## src/rtl/pc_next_unit.sv

```systemverilog
// Program-counter stage: selects and registers the next fetch address, holds a
// redirect while instruction memory stalls, and diverts misaligned targets to MTVEC.
module pc_next_unit #(
  parameter logic [31:0] RESET_VECTOR = 32'h0000_0000
) (
  input  logic        CLK,
  input  logic        RST_N,
  input  logic [2:0]  PC_SOURCE,
  input  logic        PC_WRITE,
  input  logic [31:0] JAL,
  input  logic [31:0] BRANCH,
  input  logic [31:0] JALR,
  input  logic [31:0] MTVEC,
  input  logic [31:0] MEPC,
  input  logic        IMEM_READY,
  output logic [31:0] PC,
  output logic [31:0] PC_PLUS4,
  output logic        FETCH_VALID,
  output logic        BUSY,
  output logic        MISALIGN,
  output logic [31:0] MISALIGN_ADDR,
  output logic [1:0]  DBG_STATE
);

  // Handshake: PC_WRITE is a single-cycle request; it is accepted only in RUN.
  // IMEM_READY low on acceptance parks the target in r_hold_pc and raises BUSY;
  // the first cycle with IMEM_READY high in HOLD loads it and drops any PC_WRITE.
  typedef enum logic [1:0] {
    ST_BOOT = 2'd0,
    ST_RUN  = 2'd1,
    ST_HOLD = 2'd2
  } state_t;

  state_t      r_state;
  state_t      w_next_state;
  logic [31:0] r_pc;
  logic [31:0] r_hold_pc;
  logic        r_misalign;
  logic [31:0] r_misalign_addr;

  logic [31:0] w_target;
  logic        w_checked;
  logic        w_misaligned;
  logic [31:0] w_eff_pc;
  logic        w_load_pc_eff;
  logic        w_load_hold;
  logic        w_load_pc_hold;

  always_comb begin
    w_target  = r_pc + 32'd4;
    w_checked = 1'b0;
    case (PC_SOURCE)
      3'd1: begin w_target = {JALR[31:1], 1'b0}; w_checked = 1'b1; end
      3'd2: begin w_target = BRANCH;             w_checked = 1'b1; end
      3'd3: begin w_target = JAL;                w_checked = 1'b1; end
      3'd4: w_target = MTVEC;
      3'd5: w_target = MEPC;
      default: w_target = r_pc + 32'd4;
    endcase
    w_misaligned = w_checked && (w_target[1:0] != 2'b00);
    w_eff_pc     = w_misaligned ? MTVEC : w_target;
  end

  always_ff @(posedge CLK or negedge RST_N) begin
    if (!RST_N) r_state <= ST_BOOT;
    else        r_state <= w_next_state;
  end

  always_comb begin
    w_next_state   = r_state;
    w_load_pc_eff  = 1'b0;
    w_load_hold    = 1'b0;
    w_load_pc_hold = 1'b0;
    case (r_state)
      ST_BOOT: w_next_state = ST_RUN;
      ST_RUN: begin
        if (PC_WRITE && IMEM_READY) begin
          w_load_pc_eff = 1'b1;
        end else if (PC_WRITE) begin
          w_load_hold  = 1'b1;
          w_next_state = ST_HOLD;
        end
      end
      ST_HOLD: begin
        if (IMEM_READY) begin
          w_load_pc_hold = 1'b1;
          w_next_state   = ST_RUN;
        end
      end
      default: w_next_state = ST_BOOT;
    endcase
  end

  always_ff @(posedge CLK or negedge RST_N) begin
    if (!RST_N) begin
      r_pc            <= RESET_VECTOR;
      r_hold_pc       <= 32'h0;
      r_misalign      <= 1'b0;
      r_misalign_addr <= 32'h0;
    end else begin
      r_misalign <= 1'b0;
      if (w_load_pc_eff)  r_pc      <= w_eff_pc;
      if (w_load_pc_hold) r_pc      <= r_hold_pc;
      if (w_load_hold)    r_hold_pc <= w_eff_pc;
      // The misalign event is reported when the target is captured, not when it lands in PC.
      if ((w_load_pc_eff || w_load_hold) && w_misaligned) begin
        r_misalign      <= 1'b1;
        r_misalign_addr <= w_target;
      end
    end
  end

  assign PC            = r_pc;
  assign PC_PLUS4      = r_pc + 32'd4;
  assign FETCH_VALID   = (r_state != ST_BOOT);
  assign BUSY          = (r_state == ST_HOLD);
  assign MISALIGN      = r_misalign;
  assign MISALIGN_ADDR = r_misalign_addr;
  assign DBG_STATE     = r_state;

endmodule

```

## config.mk

```make
export PLATFORM = sky130hd
export DESIGN_NAME = pc_next_unit
export DESIGN_NICKNAME = d
export VERILOG_FILES = /design/src/rtl/pc_next_unit.sv
export SDC_FILE = /design/constraint.sdc
export NUM_CORES = 1
export LEC_CHECK = 0
export ABC_AREA = 1
export BUFFER_PORTS_ARGS = -buffer_cell sky130_fd_sc_hd__buf_2
export CAP_MARGIN = 5
export CORE_AREA = 2 2 116 118
export CTS_BUF_LIST = sky130_fd_sc_hd__clkbuf_8
export CTS_CLUSTER_SIZE = 16
export DETAILED_ROUTE_END_ITERATION = 16
export DIE_AREA = 0 0 118 120
export GPL_TIMING_DRIVEN = 0
export PLACE_DENSITY = 0.87
export SLEW_MARGIN = 40
export SYNTH_ARGS = -nofsm -noshare
export SYNTH_HDL_FRONTEND = slang
export SYNTH_SLANG_ARGS = --single-unit
```

## constraint.sdc

```tcl
create_clock -name CLK -period 4.28 [get_ports CLK]
set_clock_uncertainty 0.05 [all_clocks]
set_input_delay 0.214 -clock CLK [delete_from_list [all_inputs] [get_ports CLK]]
set_output_delay 0.214 -clock CLK [all_outputs]
set_load 0.01 [all_outputs]
```

Word level (Yosys, flattened, before mapping)

Index checks and enable logic that the tools add are counted.

$add $sub $neg: 1
Multiply operators: 0
Divide/modulo/power cells: 0
Order comparisons: 0
Equal/unequal tests: 10
Shift operators: 0
Muxes and demuxes: 17
Bitwise logic cells: 0
Reductions and logical operators: 10

Operators with widths:

| operator                                             | count |
|---|---|
| case mux 32 bit (5 select lines)                     | 1 |
| two-way mux 32 bit                                   | 3 |
| adder 32 x 3 -> 32 bit (second input constant)       | 1 |
| two-way mux 1 bit                                    | 9 |
| equality test 3 x 2 -> 1 bit (second input constant) | 2 |
| equality test 3 bit (second input constant)          | 2 |
| two-way mux 2 bit                                    | 3 |
| != test 2 bit (second input constant)                | 3 |
| case mux 2 bit (3 select lines)                      | 1 |
| nonzero test 2 bit                                   | 3 |
| equality test 3 x 1 -> 1 bit (second input constant) | 1 |
| logical AND 1 bit                                    | 3 |
| AND reduction 3 bit                                  | 1 |
| OR reduction 3 bit                                   | 1 |
| equality test 2 x 1 -> 1 bit (second input constant) | 1 |
| equality test 2 bit (second input constant)          | 1 |
| logical NOT 2 bit                                    | 1 |
| logical OR 1 bit                                     | 1 |

Register bits: 99
Latch bits: 0
Bits in writable memories: 0
ROM bits: 0
Input port bits: 167
Output and inout port bits: 101
Logic and storage cells: 43
Memories: 0

Logic depth before layout (Yosys ltp)

Gate-level depths: netlist of the first run.

Depth after elaboration: 7
Depth in mapped cells: 15
Depth with buffers taken out: 14

Worst setup path before layout of the first run

OpenSTA, ideal clock, no wires.

Kind: reg-to-reg
Start point: reg r_pc[2], in the netlist PC[2]
End point: reg r_hold_pc[14]
Setup time: 77 ps
Arrival time: 1820 ps
Required time: 4153 ps
Setup slack: 2332 ps
Stages on the path, launching flop included: 13
Period minus slack after synthesis: 1948 ps
Path through: dfrtp_1 ha_1 nand3_1 inv_1 nand2_1 nor2_1 xor2_1 nand2_1 nand2_1 nand2_1 nand2_1 nand2_1 o21ai_1

Word-level cells in the longest chain between the ends: 3

Ends and longest elaborated chain:

| element                          | RTL line | text |
|---|---|---|
| start, declared                  | 36       | `logic [31:0] r_pc;` |
| start signal, assigned           | 102      | `if (w_load_pc_eff) r_pc <= w_eff_pc;` |
| start signal, assigned           | 103      | `if (w_load_pc_hold) r_pc <= r_hold_pc;` |
| adder 32 x 3 -> 32 bit           | -        |  |
| named net PC_PLUS4[14]           | 17       | `output logic [31:0] PC_PLUS4,` |
| case mux 32 bit (5 select lines) | 52       | `case (PC_SOURCE)` |
| two-way mux 32 bit               | 61       | `w_eff_pc = w_misaligned ? MTVEC : w_target;` |
| end signal, assigned             | 104      | `if (w_load_hold) r_hold_pc <= w_eff_pc;` |
| end, declared                    | 37       | `logic [31:0] r_hold_pc;` |

The timed path passes the listed nets, and every way through them passes these cells.
A chain may end at the register's enable or synchronous reset.

Worst setup path in the final report of the first run

Start point: reg r_pc[2], in the netlist PC[2]
End point: out PC_PLUS4[22]

Word-level cells in the longest chain between the ends: 1

Ends and longest elaborated chain:

| element                | RTL line | text |
|---|---|---|
| adder 32 x 3 -> 32 bit | 114      | `assign PC_PLUS4 = r_pc + 32'd4;` |
| end, declared          | 17       |  |

No other way between the ends.

==> results of run 1 <==
-- final cells by class --
cell class	instances	area [um^2]	area share [%]
buffer	53	276.5	3.177
clock buffer	10	137.6	1.581
clock inverter	3	11.26	0.1294
inverter	100	375.4	4.313
multi-input combinational	899	3831	44.02
sequential	99	2477	28.46
tap	176	220.2	2.530
timing repair buffer	267	1374	15.78
-- state kept, by name, indices dropped and copies added, names as in the netlist --
register and cells:
MISALIGN_ADDR 32, PC 32, r_hold_pc 32, DBG_STATE 2
MISALIGN 1
-- how the worst min path moves through the flow --
stage / endpoint / cells past startpoint / slack [ns]
floorplan: DBG_STATE[0] / 0 / -0.13
global placement: MISALIGN_ADDR[18] / 2 / 0.41
detailed placement: MISALIGN_ADDR[21] / 1 / 0.10
CTS: DBG_STATE[1] / 2 / 0.04
global route: DBG_STATE[1] / 2 / 0.06
finish: DBG_STATE[1] / 2 / 0.06
-- Yosys cell counts --
| cell type | instances |
|---|---|
| and2_1 | 4 |
| nor2_1 | 114 |
| nor2_4 | 1 |
| clkbuf_1 | 22 |
| nand2_1 | 552 |
| clkinv_1 | 1 |
| nand3_4 | 1 |
| dfrtp_1 | 99 |
| a21oi_1 | 27 |
| a22oi_1 | 4 |
| o21ai_1 | 24 |
| o21ai_2 | 1 |
| xor2_1 | 6 |
| inv_2 | 5 |
| inv_1 | 94 |
| o21ai_0 | 13 |
| o2111ai_1 | 1 |
| buf_4 | 8 |
| buf_2 | 18 |
| xnor2_1 | 6 |
| nand2_4 | 2 |
| buf_1 | 2 |
| nor3_1 | 2 |
| a31oi_1 | 2 |
| buf_6 | 3 |
| nand3b_1 | 1 |
| nand3_1 | 101 |
| nand4_1 | 27 |
| ha_1 | 1 |
| o221ai_1 | 1 |
| nand2_2 | 3 |
| nor2_2 | 3 |
| o2bb2ai_1 | 1 |
| or2_1 | 1 |
-- report_power, final --
group	switching, W	leakage (nW)	internal [W]
clock network	0.000321	0.0879	0.000212
logic	0.00143	3.76	0.000872
registers	0.000395	1.26	0.00137
-- repair_timing --
item	CTS	global route
hold buffers	1	0
endpoints found under the hold margin	49	0
setup buffers	0	0
-- per-layer routing --
metal	vias up	part of all wire, %	GRT usage (%)	wire (um)
li1	4134	-	-	-
met1	3892	40	45.84	10350
met2	461	46	61.70	12060
met3	69	10	7.700	2615
met4	0	4.3	18.30	1128
met5	-	0	0	0
-- metrics by stage --
stage / worst slack, ns / cells / instance area [um^2] / hold slack, ns / total power [W]
2_1_floorplan: 2.332 / 1151 / 6954 / -0.1316 / 0.003042
4_1_cts: 1.567 / 1607 / 8702 / 0.04420 / 0.004573
6_report: 1.448 / 1607 / 8703 / 0.05544 / 0.004600
3_3_place_gp: 1.874 / 1592 / 8501 / 0.4068 / 0.003974
3_5_place_dp: 1.902 / 1593 / 8543 / 0.1007 / 0.004039
5_1_grt: 1.366 / 1607 / 8703 / 0.06339 / 0.004935
-- worst max-delay path: stages (launching register included) --
cell	delay, ns
dfrtp_1	0.48
ha_1	0.29
nand3_1	0.26
inv_1	0.14
nand2_1	0.14
nor2_1	0.41
nand3_1	0.16
and2_1	0.19
buf_2	0.14
-- kinds of logic (layout without fill, tap and decap cells) --
kind of cell | count (synthesis) | count (layout) | synth area share (%)
AO/OA/AOI/OAI | 74 | 74 | 5.722
XOR/XNOR | 12 | 12 | 1.511
adder cells (fa/ha/maj) | 1 | 1 | 0.1799
buffers and inverters | 153 | 433 | 9.338
flip-flops | 99 | 99 | 35.62
AND/OR/NAND/NOR | 812 | 812 | 47.63
==> metrics.yaml, run 1 <==
worst_setup_path:
  path_class: "reg2out"
  reg2regPathDepth: 12
  start_kind: "register"
  worstPathMaxFanout: 6
  r2r_end: "r_hold_pc[22]"
  timing.rr.start: "PC[2]"
  required_ns: 4.02
  critical_path_arrival_ns: 2.57
  endpoint: "PC_PLUS4[22]"
  endpoint_kind: "output pin"
  critPathLaunch: "PC[2]"
  reg2reg_setup_slack_ns: 1.75
sta:
  fin_tns_setup_ns: 0
  finalHoldViolations: 0
  max-slew-margin-rel_pct: 56.21
  finalMaxSlewViolations: 0
  worstMarginPinSlew_ns: 0.6544
  finalSetupViolCount: 0
  min_period_ns: 2.832
  fmax_ghz: 0.3531
  period_share_pct: 66.17
  rsz0062_at_grt: "false"
global_routing:
  antenna_found_initial: 0
  grt_pass1_vias: 7979
  grt_overflow_total: 0
  grtUsageTotal_pct: 37.04
  grt_max_degree: 51
  grt_pass1_wl_um: 40580
run:
  max_cap_violations: 0
floorplanning:
  dieHeight_um: 120
  placeableCoreArea_um2: 12980
  ios: 268
  die_area_um2: 14160
  die_x_um: 118
  initial_core_util_pct: 53.58
  rows: 42
routing:
  drc: 0
  wl_per_cell_um: 16.27
  routed_wl_um: 26150
  vias: 8556
  routed_via_density: 5.324
  drt_iter0_markers: 802
  drtPass1Iterations: 7
  antenna_left: 0
power_and_ir_drop:
  ir_worst_vdd_mv: 0.3010
  p_leak_nw: 5.106
  power_per_cell_area_nw_per_um2: 528.5
final_layout:
  antenna_cells: 0
  nets: 1597
  fin_util_pct: 67.05
  fillers: 1256
  drive_gt1_share_pct: 22.64
  final_cell_mix: "552 x nand2_1, 282 x buf_2, 114 x nor2_1, 101 x nand3_1, 99 x dfrtp_1"
  layout_commonest_cell: "nand2_1"
  area_growth_pct: 25.15
yosys:
  synth_top_area_cell: "dfrtp_1"
  syn-instance-count: 1151
  yosysWarnings: 0
  synth_cell_types: 34
  seq_area_frac_synth_pct: 35.62
  netlist_area_um2: 6954
  ys_top_cells_by_area: "dfrtp_1 36%, nand2_1 30%, nand3_1 7.3%, nor2_1 6.2%, inv_1 5.1%"
  synth_top_area_share_pct: 35.62
  ys_seq_elements: 99
  synth_fp_nets: 1319
  syn_area_per_cell_um2: 6.042
clock_tree:
  cts_max_level: 3
  cts_buffer_depth: 2
  cts_tree: "done"
  cts_buffers: 9
  post_cts_resized: 0
  root_buffer: "clkbuf_8"
  cts.sinks: 99
  clk_pin_slew_ns: 0.09
  insertion_delay_ns: 0.38
placed_design:
  gp_congestion: 0.9818
  place.detailed.hpwl_um: 19990
  portBuffers: 265
min_path:
  hold_start: "IMEM_READY"
  min_path_type: "in2reg"
outcome:
  outcome: "finished clean"
Power figures use the tool's default switching activity.
==> inputs of run 2 (changes only) <==
--- a/config.mk
+++ b/config.mk
@@ -5,16 +5,16 @@
 export SDC_FILE = /design/constraint.sdc
 export NUM_CORES = 1
 export LEC_CHECK = 0
-export ABC_AREA = 1
+export ABC_AREA = 0
 export BUFFER_PORTS_ARGS = -buffer_cell sky130_fd_sc_hd__buf_2
 export CAP_MARGIN = 5
-export CORE_AREA = 2 2 116 118
+export CORE_AREA = 2 2 119 121
 export CTS_BUF_LIST = sky130_fd_sc_hd__clkbuf_8
 export CTS_CLUSTER_SIZE = 16
 export DETAILED_ROUTE_END_ITERATION = 16
-export DIE_AREA = 0 0 118 120
+export DIE_AREA = 0 0 121 123
 export GPL_TIMING_DRIVEN = 0
-export PLACE_DENSITY = 0.87
+export PLACE_DENSITY = 0.82
 export SLEW_MARGIN = 40
 export SYNTH_ARGS = -nofsm -noshare
 export SYNTH_HDL_FRONTEND = slang
==> constraint.sdc (replaced) <==
create_clock -name CLK -period 2.7 [get_ports CLK]
set_clock_uncertainty 0.05 [all_clocks]
set_input_delay 0.135 -clock CLK [delete_from_list [all_inputs] [get_ports CLK]]
set_output_delay 0.135 -clock CLK [all_outputs]
set_load 0.01 [all_outputs]
==> run 2 against run 1 <==
The run now ends with setup timing left. Critical path type is now in2reg. Utilization down 1.9 points. Clock-buffer cell count unchanged. Via count down 2.0%. Synthesized cell count down 31%. Non-clock buffer count up 29. Combinational power up 12%. Critical endpoint is now PC[2]. Wire length up 16%. Area after synthesis down 2.6%. Register-to-register slack worse by 1.6 ns. Final cell count down 20%. Flip-flop and latch count unchanged.
==> metrics.yaml, run 2 <==
worst_setup_path:
  required_ns: 2.93  # -1.09 ns
  worstPathMaxFanout: 10  # +4
  max_stage_delay_ns: 0.73  # +0.25 ns
  critical_path_arrival_ns: 2.98  # +0.41 ns
  crit_family: "buffers and inverters"
  start_kind: "input pin"
  cp_slowest_cell: "nor2_1"
  path_buf_inv: 3  # +1
  reg2reg_setup_slack_ns: 0.13  # -1.62 ns
  timing.rr.start: "PC[4]"
  r2r_end: "r_hold_pc[28]"
  endpoint_kind: "register"
  worst_path_most_repeated_cell: "clkbuf_1"
  reg2regPathDepth: 6  # -6
  path_class: "in2reg"
  crit_chain: "buf_2, clkbuf_1, nor2_1, clkbuf_1, o21ai_0, a32oi_1, mux2i_1, a221oi_1"
floorplanning:
  initial_core_util_pct: 49.77  # -3.8 points
  die_x_um: 121  # +2.5%
  rows: 43  # +2.4%
  die_area_um2: 14880  # +5.1%
  dieHeight_um: 123  # +2.5%
  placeableCoreArea_um2: 13610  # +4.9%
  ios: 268  # unchanged
sta:
  max-slew-margin-rel_pct: 44.16  # -12 points
  fmax_ghz: 0.3641
  finalSetupViolCount: 1  # +1
  worstMarginPinSlew_ns: 0.8345  # +0.1801 ns
  setup_ws_ns: -0.04627  # -1.494 ns
  finalHoldViolations: 0  # unchanged
  rsz0062_at_grt: "true"
  min_period_ns: 2.746
  finalMaxSlewViolations: 0  # unchanged
  period_share_pct: 101.7
  holdWs_ns: 0.01499  # -0.04045 ns
clock_tree:
  clk_pin_slew_ns: 0.10  # about the same
  cts_tree: "done"
  cts_buffer_depth: 2  # unchanged
  root_buffer: "clkbuf_8"
  insertion_delay_ns: 0.39  # about the same
  cts.sinks: 99  # unchanged
  cts_buffers: 9  # unchanged
  cts_max_level: 3  # unchanged
final_layout:
  finalNonFillerCells: 1279  # -20%
  nets: 1261  # -21%
  drive_gt1_share_pct: 35.88  # +13 points
  layout_commonest_cell: "buf_2"
  final_cell_mix: "273 x buf_2, 96 x a21oi_1, 85 x dfrtp_1, 77 x o21ai_0, 48 x nand2_1"
  fin_area_um2: 8871  # +1.9%
  area_growth_pct: 30.96
power_and_ir_drop:
  power_per_cell_area_nw_per_um2: 684.7  # +30%
  ir_worst_vdd_mv: 0.3110  # +3.4%
  p_leak_nw: 4.158  # -19%
yosys:
  synthMuxAreaShare_pct: 10.07  # +10 points
  synth_top_area_cell: "dfrtp_1"
  synth_cell_types: 61  # +79%
  yosysWarnings: 0  # unchanged
  synth_flop_cell: "dfrtp_1"
  synth_top_family_by_area: "compound AO/OA/AOI/OAI gates"
  synth-simple-area-share_pct: 17.82  # -30 points
  seq_area_frac_synth_pct: 36.57  # +0.95 points
  yosysMostFrequentCell: "dfrtp_1"
  synth-xor-area-share_pct: 2.327  # +0.82 points
  synth-adder-area-share_pct: 0.1847  # +0.0048 points
  synth_fp_nets: 966  # -27%
  syn_area_per_cell_um2: 8.489  # +40%
  synth_compound_area_share_pct: 28.11  # +22 points
  synthTopCellsByCount: "99 x dfrtp_1, 97 x a21oi_1, 77 x o21ai_0"
  synth-edff-count: 0  # unchanged
  netlist_area_um2: 6774  # -2.6%
  ys_top_cells_by_area: "dfrtp_1 37%, a21oi_1 7.2%, o21ai_0 5.7%, mux2_2 5.2%, mux2i_1 4.6%"
  syn-instance-count: 798  # -31%
  synth_top_area_share_pct: 36.57  # +0.95 points
  ys_seq_elements: 99  # unchanged
  async_flop_share_pct: 100.0  # unchanged
global_routing:
  grt_max_degree: 74  # +45%
  grt_pass1_vias: 7968  # -0.14%
  grtUsageTotal_pct: 40.18  # +3.1 points
  grt_pass1_wl_um: 44680  # +10%
  antenna_found_initial: 0  # unchanged
  grt_overflow_total: 0  # unchanged
routing:
  drc: 0  # unchanged
  drtPass1Iterations: 8  # +1
  routed_via_density: 6.554  # +23%
  vias: 8383  # -2.0%
  antenna_left: 0  # unchanged
  wl_per_cell_um: 23.81  # +46%
  drt_iter0_markers: 1212  # +51%
  routed_wl_um: 30460  # +16%
min_path:
  holdPathStages: 3  # +1
  min_to: "DBG_STATE[0]"
  min_path_type: "in2reg"
  hold_start: "PC_WRITE"
placed_design:
  portBuffers: 266  # +0.38%
  placed_area_um2: 8372  # -2.0%
  gp_congestion: 1.011  # +2.9%
  place.detailed.hpwl_um: 22420  # +12%
  post-place-ws_ns: -0.5143  # -2.416 ns
  dp_cells: 1245  # -22%
run:
  max_cap_violations: 0  # unchanged
outcome:
  violations: "setup timing"
  outcome: "finished with violations"
run 2: cell count changes after synthesis, sizes merged, moves of 15 or more:
cell	delta
nand2	-507
nand3	-93
inv	-83
nor2	-73
a21oi	+70
o21ai	+43
or3	+34
mux2	+33
mux2i	+31
clkbuf	+27
a31oi	+26
a22oi	+18
nand4	-18
buf	-15
run 2: report_power, final:
group / internal (W) / total [W] / switching [W]
combinational: 0.00114 / 0.00258 / 0.00145
sequential: 0.00202 / 0.00248 / 0.000463
clock: 0.000446 / 0.00101 / 0.000560
run 2: area by class of cell:
class | count | area (um^2)
inverter | 17 | 63.81
fill | 1195 | 4741
timing repair buffer | 286 | 1543
clock inverter | 6 | 57.56
multi-input combinational | 617 | 4068
sequential | 99 | 2495
tap | 180 | 225.2
antenna | 1 | 2.502
buffer | 63 | 279.0
clock buffer | 10 | 137.6
run 2: layer usage:
layer	vias to the layer above	track usage, %	wire length (um)
li1	3574	-	-
met1	3866	50.74	10880
met2	766	61.06	12980
met3	177	10.93	4403
met4	0	25.44	2193
met5	-	0	0
run 2: cell families (layout without fill, tap and decap cells):
| group | count (synthesis) | in the layout |
|---|---|---|
| compound gates | 311 | 311 |
| fa+ha+maj | 1 | 1 |
| mux | 64 | 64 |
| xor+xnor | 18 | 18 |
| buf+inv | 82 | 382 |
| flops | 99 | 99 |
| other cells | 0 | 1 |
| simple gates | 223 | 223 |
run 2: worst max path at each step:
stage | end | depth (start not counted) | from | slack [ns]
CTS | PC_PLUS4[22] | 7 | PC[6] | 0.0008
global route | PC[2] | 8 | PC_SOURCE[2] | -0.07
finish | PC[2] | 8 | PC_SOURCE[2] | -0.05
floorplan | r_hold_pc[22] | 8 | PC[2] | 0.22
global placement | r_hold_pc[26] | 9 | PC_SOURCE[1] | -0.49
detailed placement | r_hold_pc[26] | 9 | PC_SOURCE[1] | -0.51
run 2: what timing repair did:
item	4_1_cts	5_1_grt
resized for setup	13	35
endpoints found under the hold margin	106	0
pin swaps	2	3
buffers inserted	6	8
setup endpoints to repair	29	46
hold buffers	5	0
run 2: worst reg2reg max path, stage by stage (launching register included):
cell     delay, ns
dfrtp_1       0.56
nand3_4       0.21
or3_1         0.54
or4_1         0.54
a31oi_1       0.28
mux2i_1       0.16
a21oi_1       0.17
run 2: through the flow:
step	total power, W	util (%)	TNS [ns]
after floorplan	0.003766	-	0
after global placement	0.004838	61.20	-21.37
after detailed placement	0.004909	61.50	-20.86
after CTS	0.005918	64.03	0
after global routing	0.006387	65.15	-0.09591
final	0.006074	65.17	-0.04627
